$ cat config.mk
export PLATFORM = sky130hd
export DESIGN_NAME = truth_table_scanner
export DESIGN_NICKNAME = d
export VERILOG_FILES = /design/src/rtl/truth_table_scanner.sv
export SDC_FILE = /design/constraint.sdc
export NUM_CORES = 1
export LEC_CHECK = 0
export BUFFER_PORTS_ARGS = -buffer_cell sky130_fd_sc_hd__buf_2
export CAP_MARGIN = 5
export CELL_PAD_IN_SITES_DETAIL_PLACEMENT = 0
export CELL_PAD_IN_SITES_GLOBAL_PLACEMENT = 1
export CORE_MARGIN = 3
export CORE_UTILIZATION = 41
export CTS_CLUSTER_SIZE = 10
export DETAILED_ROUTE_END_ITERATION = 7
export GPL_TIMING_DRIVEN = 0
export PLACE_DENSITY = 0.9
export REMOVE_ABC_BUFFERS = 1
export SETUP_SLACK_MARGIN = 0.1
export SYNTH_ARGS = -nofsm -noshare
export SYNTH_HDL_FRONTEND = slang
export SYNTH_SLANG_ARGS = --single-unit
$ cat constraint.sdc
create_clock -name clk -period 3.2 [get_ports clk]
set_input_delay 0.64 -clock clk [delete_from_list [all_inputs] [get_ports clk]]
set_output_delay 0.64 -clock clk [all_outputs]
set_load 0.02 [all_outputs]
$ cat src/rtl/truth_table_scanner.sv
// Exhaustive sweep of a 4-input, 1-output function: drives a..d through 0000..1111,
// captures s per vector, and compares the observed truth table to EXPECTED.
module truth_table_scanner #(
    parameter logic [15:0] EXPECTED = 16'hAC3C,
    parameter int unsigned SETTLE   = 1
) (
    input  logic        clk,
    input  logic        reset_n,
    input  logic        start,
    input  logic        s,
    output logic        a,
    output logic        b,
    output logic        c,
    output logic        d,
    output logic        busy,
    output logic        done,
    output logic        pass,
    output logic [15:0] table_out,
    output logic [4:0]  fail_count,
    output logic [3:0]  fail_idx
);

    typedef enum logic [1:0] {IDLE, APPLY, FINISH} state_t;

    localparam logic [7:0] SETTLE_LAST = 8'(SETTLE - 1);

    state_t      r_state;
    state_t      w_state_nxt;
    logic [3:0]  r_idx;
    logic [7:0]  r_wait_cnt;
    logic [15:0] r_table;
    logic [4:0]  r_fail_count;
    logic [3:0]  r_fail_idx;
    logic        r_pass;

    logic        w_sample;
    logic        w_mismatch;
    logic [4:0]  w_fail_count_nxt;

    assign w_sample         = (r_state == APPLY) && (r_wait_cnt == SETTLE_LAST);
    assign w_mismatch       = w_sample && (s != EXPECTED[r_idx]);
    // pass must see the mismatch from the final vector, so it uses the updated count
    assign w_fail_count_nxt = r_fail_count + {4'b0000, w_mismatch};

    always_comb begin
        w_state_nxt = r_state;
        case (r_state)
            IDLE:    if (start) w_state_nxt = APPLY;
            APPLY:   if (w_sample && (r_idx == 4'd15)) w_state_nxt = FINISH;
            FINISH:  w_state_nxt = IDLE;
            default: w_state_nxt = IDLE;
        endcase
    end

    always_ff @(posedge clk) begin
        if (!reset_n) r_state <= IDLE;
        else          r_state <= w_state_nxt;
    end

    always_ff @(posedge clk) begin
        if (!reset_n) begin
            r_idx        <= '0;
            r_wait_cnt   <= '0;
            r_table      <= '0;
            r_fail_count <= '0;
            r_fail_idx   <= '0;
            r_pass       <= 1'b0;
        end else begin
            case (r_state)
                IDLE: begin
                    if (start) begin
                        r_idx        <= '0;
                        r_wait_cnt   <= '0;
                        r_table      <= '0;
                        r_fail_count <= '0;
                        r_fail_idx   <= '0;
                        r_pass       <= 1'b0;
                    end
                end
                APPLY: begin
                    if (w_sample) begin
                        r_table[r_idx] <= s;
                        r_fail_count   <= w_fail_count_nxt;
                        if (w_mismatch && (r_fail_count == 5'd0)) r_fail_idx <= r_idx;
                        if (r_idx == 4'd15) begin
                            r_pass <= (w_fail_count_nxt == 5'd0);
                        end else begin
                            r_idx      <= r_idx + 4'd1;
                            r_wait_cnt <= '0;
                        end
                    end else begin
                        r_wait_cnt <= r_wait_cnt + 8'd1;
                    end
                end
                default: ;
            endcase
        end
    end

    assign {a, b, c, d} = (r_state == APPLY) ? r_idx : 4'b0000;
    assign busy         = (r_state != IDLE);
    assign done         = (r_state == FINISH);
    assign pass         = r_pass;
    assign table_out    = r_table;
    assign fail_count   = r_fail_count;
    assign fail_idx     = r_fail_idx;

endmodule

==> results of run 1 <==
per-layer routing:
layer	vias up	wire length (um)	share of wire, %
met2	54	2240	45
li1	964	-	-
met4	0	67	1.3
met3	6	304	6.1
met5	-	0	0
met1	892	2380	48
power by group through the flow:
stage                     registers, mW  logic (mW)  clock network [mW]
final                             0.521       0.120               0.436
after global routing              0.523       0.134               0.476
after CTS                         0.521       0.120               0.448
after detailed placement          0.533       0.119                   0
after global placement            0.533       0.119                   0
after floorplan                   0.535      0.0784                   0
cell families after synthesis:
| family | after synthesis | share of synthesized area [%] |
|---|---|---|
| simple gates | 96 | 25.9 |
| buf+inv | 24 | 4.79 |
| fa+ha+maj | 8 | 4.79 |
| mux | 4 | 1.92 |
| compound gates | 73 | 19.6 |
| xor+xnor | 9 | 3.77 |
| flops | 41 | 39.3 |
final timing paths:
kind                                    start            end  cells after the start
worst min register to register  table_out[12]  table_out[12]                      2
worst max register to register  r_wait_cnt[0]           pass                     12
worst max-delay path            r_wait_cnt[0]           pass                     12
worst min-delay path            table_out[12]  table_out[12]                      2
registers in the layout, indices dropped and copies added (netlist names), named ones only:
signal      cells
table_out      16
r_idx           4
pass            1
r_wait_cnt      8
r_state         2
fail_count      5
fail_idx        4
final cells by class:
class | count | area share [%]
Multi-Input combinational cell | 190 | 48.9
Sequential cell | 41 | 34.3
Timing Repair Buffer | 35 | 7.33
Tap cell | 67 | 3.51
Clock buffer | 6 | 3.45
Clock inverter | 2 | 1.57
Inverter | 6 | 0.942
synth_stat cells, types with 2 or more instances:
library cell	n	share of area, %
sky130_fd_sc_hd__and3_1	3	0.90
sky130_fd_sc_hd__or3_1	2	0.60
sky130_fd_sc_hd__o21bai_1	2	0.72
sky130_fd_sc_hd__a21o_1	2	0.72
sky130_fd_sc_hd__a22oi_1	2	0.72
sky130_fd_sc_hd__nand4_1	19	5.7
sky130_fd_sc_hd__ha_1	8	4.8
sky130_fd_sc_hd__a21oi_1	39	9.3
sky130_fd_sc_hd__nand3_1	8	1.9
sky130_fd_sc_hd__o21ai_0	19	4.6
sky130_fd_sc_hd__mux2i_1	4	1.9
sky130_fd_sc_hd__and2_1	6	1.8
sky130_fd_sc_hd__nor2b_1	4	1.2
sky130_fd_sc_hd__inv_1	6	1.1
sky130_fd_sc_hd__xor2_1	5	2.1
sky130_fd_sc_hd__nor2_1	26	4.7
sky130_fd_sc_hd__nand2b_1	2	0.60
sky130_fd_sc_hd__clkbuf_2	4	0.96
sky130_fd_sc_hd__xnor2_1	4	1.7
sky130_fd_sc_hd__nor3_1	3	0.72
sky130_fd_sc_hd__nand2_1	10	1.8
sky130_fd_sc_hd__or4_1	3	1.1
sky130_fd_sc_hd__dfxtp_1	41	39
sky130_fd_sc_hd__clkbuf_1	12	2.2
worst max-delay path: cells and delay by family, from the launching register on:
kind | cells | cell delay, ns
and+or+nand+nor | 6 | 1.34
AOI/OAI and AO/OA | 1 | 0.15
DFF | 1 | 0.35
xor gates and xnor gates | 1 | 0.16
adders and majority gates | 3 | 0.55
buffers and inverters | 1 | 0.07
==> run summary, run 1 <==
================================================================================
Run status                                                             completed
Commonest cells after routing, fill and taps aside                  41 x sky130_fd_sc_hd__dfxtp_1, 39 x sky130_fd_sc_hd__a21oi_1, 35 x sky130_fd_sc_hd__buf_2
Number of buffers inserted during clock tree synthesis                         5
Antenna Cells                                                                  0
Dpl hpwl                                                                 3260 um
Reg area                                                                 821 um2
Met1 demand-to-capacity share in global routing                            24.2%
Setup crit start kind                                                       flop
Number of synthesized register bits                                           41
Number of antenna violations at the first check in global routing              0
Worst-path cell with the longest stage delay                        sky130_fd_sc_hd__or4_1
Leak Pwr                                                                0.988 nW
H-tree depth                                                                   2
RSZ-0062 raised after global routing                                       false
Clock network power share                                                  40.5%
I/O pin count                                                                 36
Starting utilization of the core area                                      43.4%
Post-synthesis sequential area ratio                                       39.3%
Internal power                                                            802 uW
Peak clock frequency supported by timing                                 374 MHz
Synth Flop Type                                                     sky130_fd_sc_hd__dfxtp_1
Footprint of the multi-input gates                                      1170 um2
DP Worst Slack                                                          0.587 ns
Final std cell area, no fill                                            2390 um2
Combined global-route utilization of all metal layers                      17.4%
Cells along the critical path                                       inv_1 -> ha_1 -> nor4b_4 -> nand3_2 -> nor2_1 -> ha_1 -> ha_1 -> nand3_1 -> xor2_1 -> nand3_1 -> or4_1 -> a21oi_1
Power per unit of standard cell area                                  451 nW/um2
R2R Setup Slk                                                            0.52 ns
Number of library cell types mapped by synthesis                              45
Core area                                                               4820 um2
Post-route insts no fill                                                     347
Maximum ir drop on the vdd rail                                       0.000332 V
Vias per cell                                                               5.52
Final setup vio count                                                          0
Row Count                                                                     25
Area added between synthesis and finish                                    14.4%
Number of synthesized flops with an enable pin                                 0
Total cell area at the placement stage                                  2270 um2
Number of DRC markers in iteration 0                                         123
Most crowded layer after global routing                                     met2
# Post-CTS Setup Buffers                                                       0
Max-capacitance violation count                                                0
CP most frequent cell                                               sky130_fd_sc_hd__ha_1
Leading cell type in the layout, fill and taps excluded             sky130_fd_sc_hd__dfxtp_1
Layout Utilization                                                         49.6%
GR met2 Demand/Resource                                                    26.3%
Post-DR wirelength/cell                                                  14.4 um
Worst-path clk slew                                                      0.09 ns
Number of nets in the layout                                                 291
Via count                                                                   1916
Crit path largest cell delay                                             0.41 ns
Final count of hold timing violations                                          0
DR pass1 iterations                                                            5
Required time of the critical path                                       3.41 ns
Worst-Skew Late Latency                                                  0.29 ns
Final period utilization                                                   83.6%
Clock tree from TritonCTS                                                  built
Routability cong.                                                          0.789
Cell at the root of the clock tree                                  sky130_fd_sc_hd__clkbuf_8
Fraction of power consumed by sequential logic                             48.4%
Setup total negative slack                                                  0 ns
Min-delay worst type                                                     reg2reg
Gates resized, CTS repair                                                      0
Switching power                                                           275 uW
Mean instance size in the synthesized netlist                           8.19 um2
Chip Height                                                              77.4 um
Relative slew slack                                                        27.5%
Total design power                                                       1.08 mW
Via count of the first global-routing pass                                  1758
Worst Clk Skew                                                        0.00888 ns
Final antenna-violating net count                                              0
Number of buffers added on ports                                              35
Number of sinks handled by clock tree synthesis                               41
Slew at the pin closest to its max-slew limit                            1.09 ns
Arrival time of the worst setup path                                     2.88 ns
Cells after Synth                                                            255
Combined area of all synthesized cells                                  2090 um2
Maximum number of pins on one net before global-route repair                  34
Highest net fanout along the worst path                                        8
FFs w/ async S/R, synth                                                       0%
First-pass GRT wire length                                               8490 um
Minimum setup slack in the final design                                 0.525 ns
Count of synthesis-stage warnings from yosys                                   0
Minimum clock period                                                     2.68 ns
Total detailed-routing wirelength                                        4990 um
Layout cells sized above 1                                                 17.9%
Residual overflow from global routing                                          0
Number of buffers between clock root and the deepest sink                      2
Worst Hold Margin                                                       0.472 ns
Full die area                                                           5990 um2
Type of the setup path with the least slack                              reg2reg
DIE WIDTH                                                                77.4 um
Placed Instances                                                             339
Met3 Resource Use GR                                                       3.60%
Type of destination of the critical path                                    flop
Switching fraction of total power                                          25.5%
Max-slew violation count                                                       0
Hold Buf Count CTS                                                             0
Number of fillers in the final layout                                        508
Fraction of power consumed by combinational cells                          11.1%
Post-detailed-route DRC marker count                                           0
================================================================================
No activity file was read; power rests on OpenSTA's default activity.
==> run 2: changes to the inputs <==
--- a/config.mk
+++ b/config.mk
@@ -10,11 +10,11 @@
 export CELL_PAD_IN_SITES_DETAIL_PLACEMENT = 0
 export CELL_PAD_IN_SITES_GLOBAL_PLACEMENT = 1
 export CORE_MARGIN = 3
-export CORE_UTILIZATION = 41
+export CORE_UTILIZATION = 37
 export CTS_CLUSTER_SIZE = 10
 export DETAILED_ROUTE_END_ITERATION = 7
 export GPL_TIMING_DRIVEN = 0
-export PLACE_DENSITY = 0.9
+export PLACE_DENSITY = 0.86
 export REMOVE_ABC_BUFFERS = 1
 export SETUP_SLACK_MARGIN = 0.1
 export SYNTH_ARGS = -nofsm -noshare
==> constraint.sdc (replaced) <==
create_clock -name clk -period 2.3 [get_ports clk]
set_input_delay 0.46 -clock clk [delete_from_list [all_inputs] [get_ports clk]]
set_output_delay 0.46 -clock clk [all_outputs]
set_load 0.02 [all_outputs]
==> run summary, run 2 (same netlist as run 1, synthesis figures left out) <==
================================================================================
Run status                                                          complete, but fails checks
Failing checks                                                      negative setup slack
Chip Height                                                              81.2 um   +4.9%
Vias per cell                                                               5.36   -2.9%
Antenna Cells                                                                  0   unchanged
Peak clock frequency supported by timing                                 433 MHz   +16%
Min-delay worst type                                                     reg2reg
Number of buffers between clock root and the deepest sink                      2   unchanged
Commonest cells after routing, fill and taps aside                  39 x sky130_fd_sc_hd__dfxtp_1, 37 x sky130_fd_sc_hd__a21oi_1, 35 x sky130_fd_sc_hd__buf_2
Slew at the pin closest to its max-slew limit                            1.07 ns   -0.0188 ns
Cell depth of the worst min-delay path                                         2   unchanged
First-pass GRT wire length                                               9090 um   +7.1%
Row Count                                                                     26   +4.0%
Hold Buf Count CTS                                                             0   unchanged
Hold Path End                                                       table_out[1]
Minimum setup slack in the final design                               -0.0116 ns   -0.536 ns
Final period utilization                                                    101%   +17 points
H-tree depth                                                                   2   unchanged
Final setup vio count                                                          1   +1
Number of sinks handled by clock tree synthesis                               41   unchanged
Type of destination of the critical path                                    flop
Max-capacitance violation count                                                0   unchanged
Required time of the critical path                                       2.52 ns   -0.89 ns
Layout cells sized above 1                                                 27.1%   +9.3 points
Setup crit start kind                                                       flop
Via count                                                                   1936   +1.0%
Residual overflow from global routing                                          0   unchanged
Worst-Skew Late Latency                                                  0.30 ns   about the same
RSZ-0062 raised after global routing                                        true
Arrival time of the worst setup path                                     2.53 ns   -0.35 ns
Number of DRC markers in iteration 0                                         102   -17%
Final antenna-violating net count                                              0   unchanged
DR pass1 iterations                                                            4   -1
DIE WIDTH                                                                81.2 um   +4.9%
Worst r2r src                                                       r_wait_cnt[1]
Critical Path Start                                                 r_wait_cnt[1]
Number of antenna violations at the first check in global routing              0   unchanged
Power per unit of standard cell area                                  615 nW/um2   +37%
Worst-path clk slew                                                      0.08 ns   about the same
Maximum ir drop on the vdd rail                                       0.000385 V   +16%
Type of the setup path with the least slack                              reg2reg
Maximum number of pins on one net before global-route repair                  34   unchanged
Depth of the worst register-to-register path                                  12   unchanged
Worst Clk Skew                                                         0.0117 ns   +0.00286 ns
Placed Instances                                                             342   +0.88%
Area added between synthesis and finish                                    25.1%
Routability cong.                                                          0.828   +4.9%
Post-detailed-route DRC marker count                                           0   unchanged
Cell at the root of the clock tree                                  sky130_fd_sc_hd__clkbuf_8
Total design power                                                       1.61 mW   +49%
Via count of the first global-routing pass                                  1929   +9.7%
Destination of the worst register-to-register timing path                   pass
Combined global-route utilization of all metal layers                      17.5%   +0.10 points
Number of nets in the layout                                                 302   +3.8%
Number of buffers added on ports                                              35   unchanged
Number of buffers inserted during clock tree synthesis                         5   unchanged
Total detailed-routing wirelength                                        5170 um   +3.7%
Flip-flop count of the largest register after layout                          16   unchanged
Full die area                                                           6590 um2   +10%
Clock tree from TritonCTS                                                  built
R2R Setup Slk                                                           -0.01 ns   -0.54 ns
Max-slew violation count                                                       0   unchanged
Starting utilization of the core area                                      39.6%   -3.7 points
Relative slew slack                                                        28.8%   +1.3 points
Leak Pwr                                                                 1.06 nW   +7.6%
Startpoint of the most critical hold path                           table_out[1]
Post-route insts no fill                                                     361   +4.0%
Post-DR wirelength/cell                                                  14.3 um   -0.35%
Core area                                                               5270 um2   +9.4%
I/O pin count                                                                 36   unchanged
Dpl hpwl                                                                 3310 um   +1.5%
Minimum clock period                                                     2.31 ns   -0.364 ns
Highest net fanout along the worst path                                        3   -5
Final count of hold timing violations                                          0   unchanged
Leading cell type in the layout, fill and taps excluded             sky130_fd_sc_hd__dfxtp_1
================================================================================
[run 2: cell types whose count changed in the layout (fill, tap and decap cells not counted), sizes merged]
cell / previous run / this run
clkbuf: 6 / 5
bufinv: 1 / 2
clkinvlp: 1 / 0
clkinv: 0 / 1
buf: 35 / 46
[run 2: report_power, final]
group          switching, mW  internal (mW)  total [mW]
clock network          0.261          0.431       0.692
logic                  0.127         0.0619       0.189
registers             0.0103          0.717       0.727
total                  0.398           1.21        1.61
[run 2: critical path, stage by stage, from the launching register on]
cell and delay, ns:
sky130_fd_sc_hd__dfxtp_2 0.33, sky130_fd_sc_hd__inv_2 0.07, sky130_fd_sc_hd__ha_4 0.13, sky130_fd_sc_hd__nor4b_4 0.26
sky130_fd_sc_hd__nand3_4 0.13, sky130_fd_sc_hd__nor2_2 0.10, sky130_fd_sc_hd__ha_2 0.21, sky130_fd_sc_hd__ha_4 0.15
sky130_fd_sc_hd__buf_4 0.12, sky130_fd_sc_hd__xnor2_1 0.11, sky130_fd_sc_hd__nand3_1 0.09, sky130_fd_sc_hd__or4_4 0.42
sky130_fd_sc_hd__a21oi_2 0.13
[run 2: how the worst max path moves through the flow]
stage / end / slack [ns] / cells past startpoint
5_1_grt: pass / -0.16 / 12
6_report: pass / -0.01 / 12
4_1_cts: pass / -0.05 / 12
3_5_place_dp: pass / -0.39 / 12
2_1_floorplan: pass / -0.07 / 12
3_3_place_gp: pass / -0.33 / 12
[run 2: cell type report]
cell class	instances	area, um2
flip-flops and latches	41	823
well taps	70	87.6
multi-input cells	190	1290
clock buffers	5	68.8
fillers	539	2660
clock inverters	3	65.1
repair buffers	46	258
inverters	6	22.5
[run 2: through the flow]
step                      hold slack [ns]  TNS [ns]  utilization (%)  worst slack [ns]  cell area (um2)
after floorplan                     0.480   -0.0708                -           -0.0708             2010
after detailed placement            0.463     -2.46             43.2            -0.390             2270
after CTS                           0.472   -0.0455             48.0           -0.0455             2530
after global placement              0.457     -2.04             43.2            -0.326             2270
after global routing                0.504    -0.281             49.6            -0.159             2610
final                               0.474   -0.0116             49.6           -0.0116             2610
[run 2: timing repair]
item / 4_1_cts / 5_1_grt
gates resized for setup: 19 / 10
buffers inserted: 7 / 4
gates cloned: 0 / 0
endpoints found under the setup margin: 19 / 14
pin swaps: 7 / 3
endpoints found under the hold margin: 0 / 0
[run 2: metal layers]
layer,part of all wire [%],global-route usage [%],vias to the layer above
li1,-,-,983
met1,46,22.3,917
met2,48,29.5,31
met3,4.0,3.10,5
met4,1.5,6.59,0
met5,0,0,-
==> run 3: changes to the inputs <==
--- a/config.mk
+++ b/config.mk
@@ -9,6 +9,7 @@
 export CAP_MARGIN = 5
 export CELL_PAD_IN_SITES_DETAIL_PLACEMENT = 0
 export CELL_PAD_IN_SITES_GLOBAL_PLACEMENT = 1
+export CORE_ASPECT_RATIO = 1.1
 export CORE_MARGIN = 3
 export CORE_UTILIZATION = 37
 export CTS_CLUSTER_SIZE = 10
==> run summary, run 3 (same netlist as run 1, synthesis figures left out) <==
================================================================================
I/O pin count                                                                 36   unchanged
Setup crit start kind                                                       flop
Max-slew violation count                                                       0   unchanged
Number of buffers added on ports                                              35   unchanged
Number of fillers in the final layout                                        527   -2.2%
Number of antenna violations at the first check in global routing              0   unchanged
Clock network power share                                                  34.0%   -9.1 points
Starting utilization of the core area                                      38.5%   -1.2 points
Row Count                                                                     28   +7.7%
Setup total negative slack                                            -0.0385 ns   -0.0270 ns
Worst-path clk slew                                                      0.08 ns   about the same
Type of the setup path with the least slack                              reg2reg
Area added between synthesis and finish                                    22.6%
DP Worst Slack                                                         -0.350 ns   +0.0396 ns
Total detailed-routing wirelength                                        5140 um   -0.68%
Hold Path End                                                       table_out[14]
Number of DRC markers in iteration 0                                          81   -21%
Clock tree from TritonCTS                                                  built
Startpoint of the most critical hold path                           table_out[14]
Switching power                                                           391 uW   -1.8%
Failing checks                                                      negative setup slack
Cell depth of the worst min-delay path                                         2   unchanged
Antenna Cells                                                                  0   unchanged
Depth of the worst register-to-register path                                  12   unchanged
Vias per cell                                                               5.38   +0.32%
Post-route insts no fill                                                     366   +1.4%
Post-detailed-route DRC marker count                                           0   unchanged
Worst-Skew Late Latency                                                  0.30 ns   about the same
Leading cell type in the layout, fill and taps excluded             sky130_fd_sc_hd__dfxtp_1
Peak clock frequency supported by timing                                 428 MHz   -1.2%
Min-delay worst type                                                     reg2reg
Type of destination of the critical path                                    flop
Worst r2r src                                                       r_wait_cnt[1]
Via count                                                                   1969   +1.7%
Relative slew slack                                                        27.6%   -1.2 points
H-tree depth                                                                   2   unchanged
Number of buffers inserted during clock tree synthesis                         5   unchanged
Residual overflow from global routing                                          0   unchanged
Destination of the worst register-to-register timing path                   pass
Chip Height                                                              84.8 um   +4.5%
First-pass GRT wire length                                               8600 um   -5.5%
Routability cong.                                                          0.793   -4.3%
Layout cells sized above 1                                                 26.8%   -0.34 points
DR pass1 iterations                                                            4   unchanged
Worst Clk Skew                                                        0.00779 ns   -0.00395 ns
Final count of hold timing violations                                          0   unchanged
Final antenna-violating net count                                              0   unchanged
RSZ-0062 raised after global routing                                        true
Leak Pwr                                                                 1.03 nW   -3.0%
Fraction of power consumed by combinational cells                          13.4%   +1.7 points
Slew at the pin closest to its max-slew limit                            1.08 ns   +0.0174 ns
Reg area                                                                 823 um2   unchanged
Required time of the critical path                                       2.52 ns   about the same
Flip-flop count of the largest register after layout                          16   unchanged
Arrival time of the worst setup path                                     2.55 ns   +0.02 ns
Maximum number of pins on one net before global-route repair                  34   unchanged
Post-DR wirelength/cell                                                  14.0 um   -2.0%
Maximum ir drop on the vdd rail                                       0.000388 V   +0.94%
Footprint of the multi-input gates                                      1270 um2   -1.3%
Cell at the root of the clock tree                                  sky130_fd_sc_hd__clkbuf_8
Commonest cells after routing, fill and taps aside                  39 x sky130_fd_sc_hd__dfxtp_1, 37 x sky130_fd_sc_hd__a21oi_1, 35 x sky130_fd_sc_hd__buf_2
Number of sinks handled by clock tree synthesis                               41   unchanged
Core area                                                               5430 um2   +3.0%
Number of nets in the layout                                                 302   unchanged
Number of buffers between clock root and the deepest sink                      2   unchanged
Via count of the first global-routing pass                                  1805   -6.4%
Switching fraction of total power                                          28.4%   +3.6 points
Minimum clock period                                                     2.34 ns   +0.0270 ns
Final setup vio count                                                          1   unchanged
Worst Hold Margin                                                       0.471 ns   -0.00305 ns
Max-capacitance violation count                                                0   unchanged
Internal power                                                            988 uW   -18%
Full die area                                                           6590 um2   about the same
Run status                                                          complete, but fails checks
Power per unit of standard cell area                                  539 nW/um2   -12%
Minimum setup slack in the final design                               -0.0385 ns   -0.0270 ns
Highest net fanout along the worst path                                        3   unchanged
Combined global-route utilization of all metal layers                      16.0%   -1.5 points
Placed Instances                                                             347   +1.5%
DIE WIDTH                                                                77.7 um   -4.3%
Dpl hpwl                                                                 3250 um   -1.8%
R2R Setup Slk                                                           -0.04 ns   -0.03 ns
Final period utilization                                                    102%   +1.2 points
Fraction of power consumed by sequential logic                             52.6%   +7.4 points
================================================================================
-- run 3: changes by cell type in the layout (fill, tap and decap cells not counted), moves of 2 or more --
cell,previous run,this run
sky130_fd_sc_hd__buf_4,11,9
sky130_fd_sc_hd__bufinv_16,2,0
sky130_fd_sc_hd__buf_6,0,2
sky130_fd_sc_hd__clkbuf_1,0,2
-- run 3: layout make-up --
cell class              instances  area share [%]
repair buffers                 46            10.4
multi-input cells             190            49.7
clock inverters                 1           0.293
clock buffers                   7            2.98
flip-flops and latches         41            32.1
inverters                       6           0.879
well taps                      75            3.66
-- run 3: worst max-delay path by stage --
stage,start,endpoint,slack [ns],cells past startpoint
after CTS,r_wait_cnt[1],pass,0.02,12
after global routing,r_wait_cnt[1],pass,-0.15,12
after global placement,r_wait_cnt[0],pass,-0.33,12
after detailed placement,r_wait_cnt[0],pass,-0.35,12
final,r_wait_cnt[1],pass,-0.04,12
after floorplan,r_wait_cnt[0],pass,-0.07,12
-- run 3: timing repair --
action	in CTS	in global routing
setup endpoints to repair	19	8
hold buffers	0	0
gates resized for setup	21	7
pin swaps	9	7
setup buffers	8	3
-- run 3: metal layers --
layer | up-vias | GRT usage [%] | part of all wire (%)
met1 | 924 | 21.4 | 46
met3 | 6 | 3.82 | 5.4
met5 | - | 0 | 0
met4 | 0 | 5.34 | 0.97
li1 | 984 | - | -
met2 | 55 | 25.3 | 47
-- run 3: power groups by stage --
stage / Combinational, mW / Sequential (mW) / Clock [mW]
detailed placement: 0.166 / 0.742 / 0
CTS: 0.178 / 0.725 / 0.480
global route: 0.205 / 0.727 / 0.520
finish: 0.185 / 0.725 / 0.469
floorplan: 0.109 / 0.744 / 0
global placement: 0.167 / 0.742 / 0
-- run 3: critical path, cell delays in order (launching register included) --
cell and delay [ns]:
sky130_fd_sc_hd__dfxtp_2 0.33, sky130_fd_sc_hd__inv_2 0.07, sky130_fd_sc_hd__ha_4 0.12, sky130_fd_sc_hd__nor4b_4 0.27
sky130_fd_sc_hd__nand3_4 0.13, sky130_fd_sc_hd__nor2_4 0.12, sky130_fd_sc_hd__ha_4 0.15, sky130_fd_sc_hd__ha_4 0.13
sky130_fd_sc_hd__nand3_2 0.09, sky130_fd_sc_hd__xor2_1 0.17, sky130_fd_sc_hd__nand3_1 0.12, sky130_fd_sc_hd__or4_4 0.43
sky130_fd_sc_hd__a21oi_2 0.11
-- run 3: through the flow --
stage	power [mW]	util [%]	cell area, um2
after detailed placement	0.908	42.0	2280
after global routing	1.45	47.2	2560
after CTS	1.38	46.1	2500
final	1.38	47.2	2560
after floorplan	0.853	-	2010
after global placement	0.908	42.0	2280
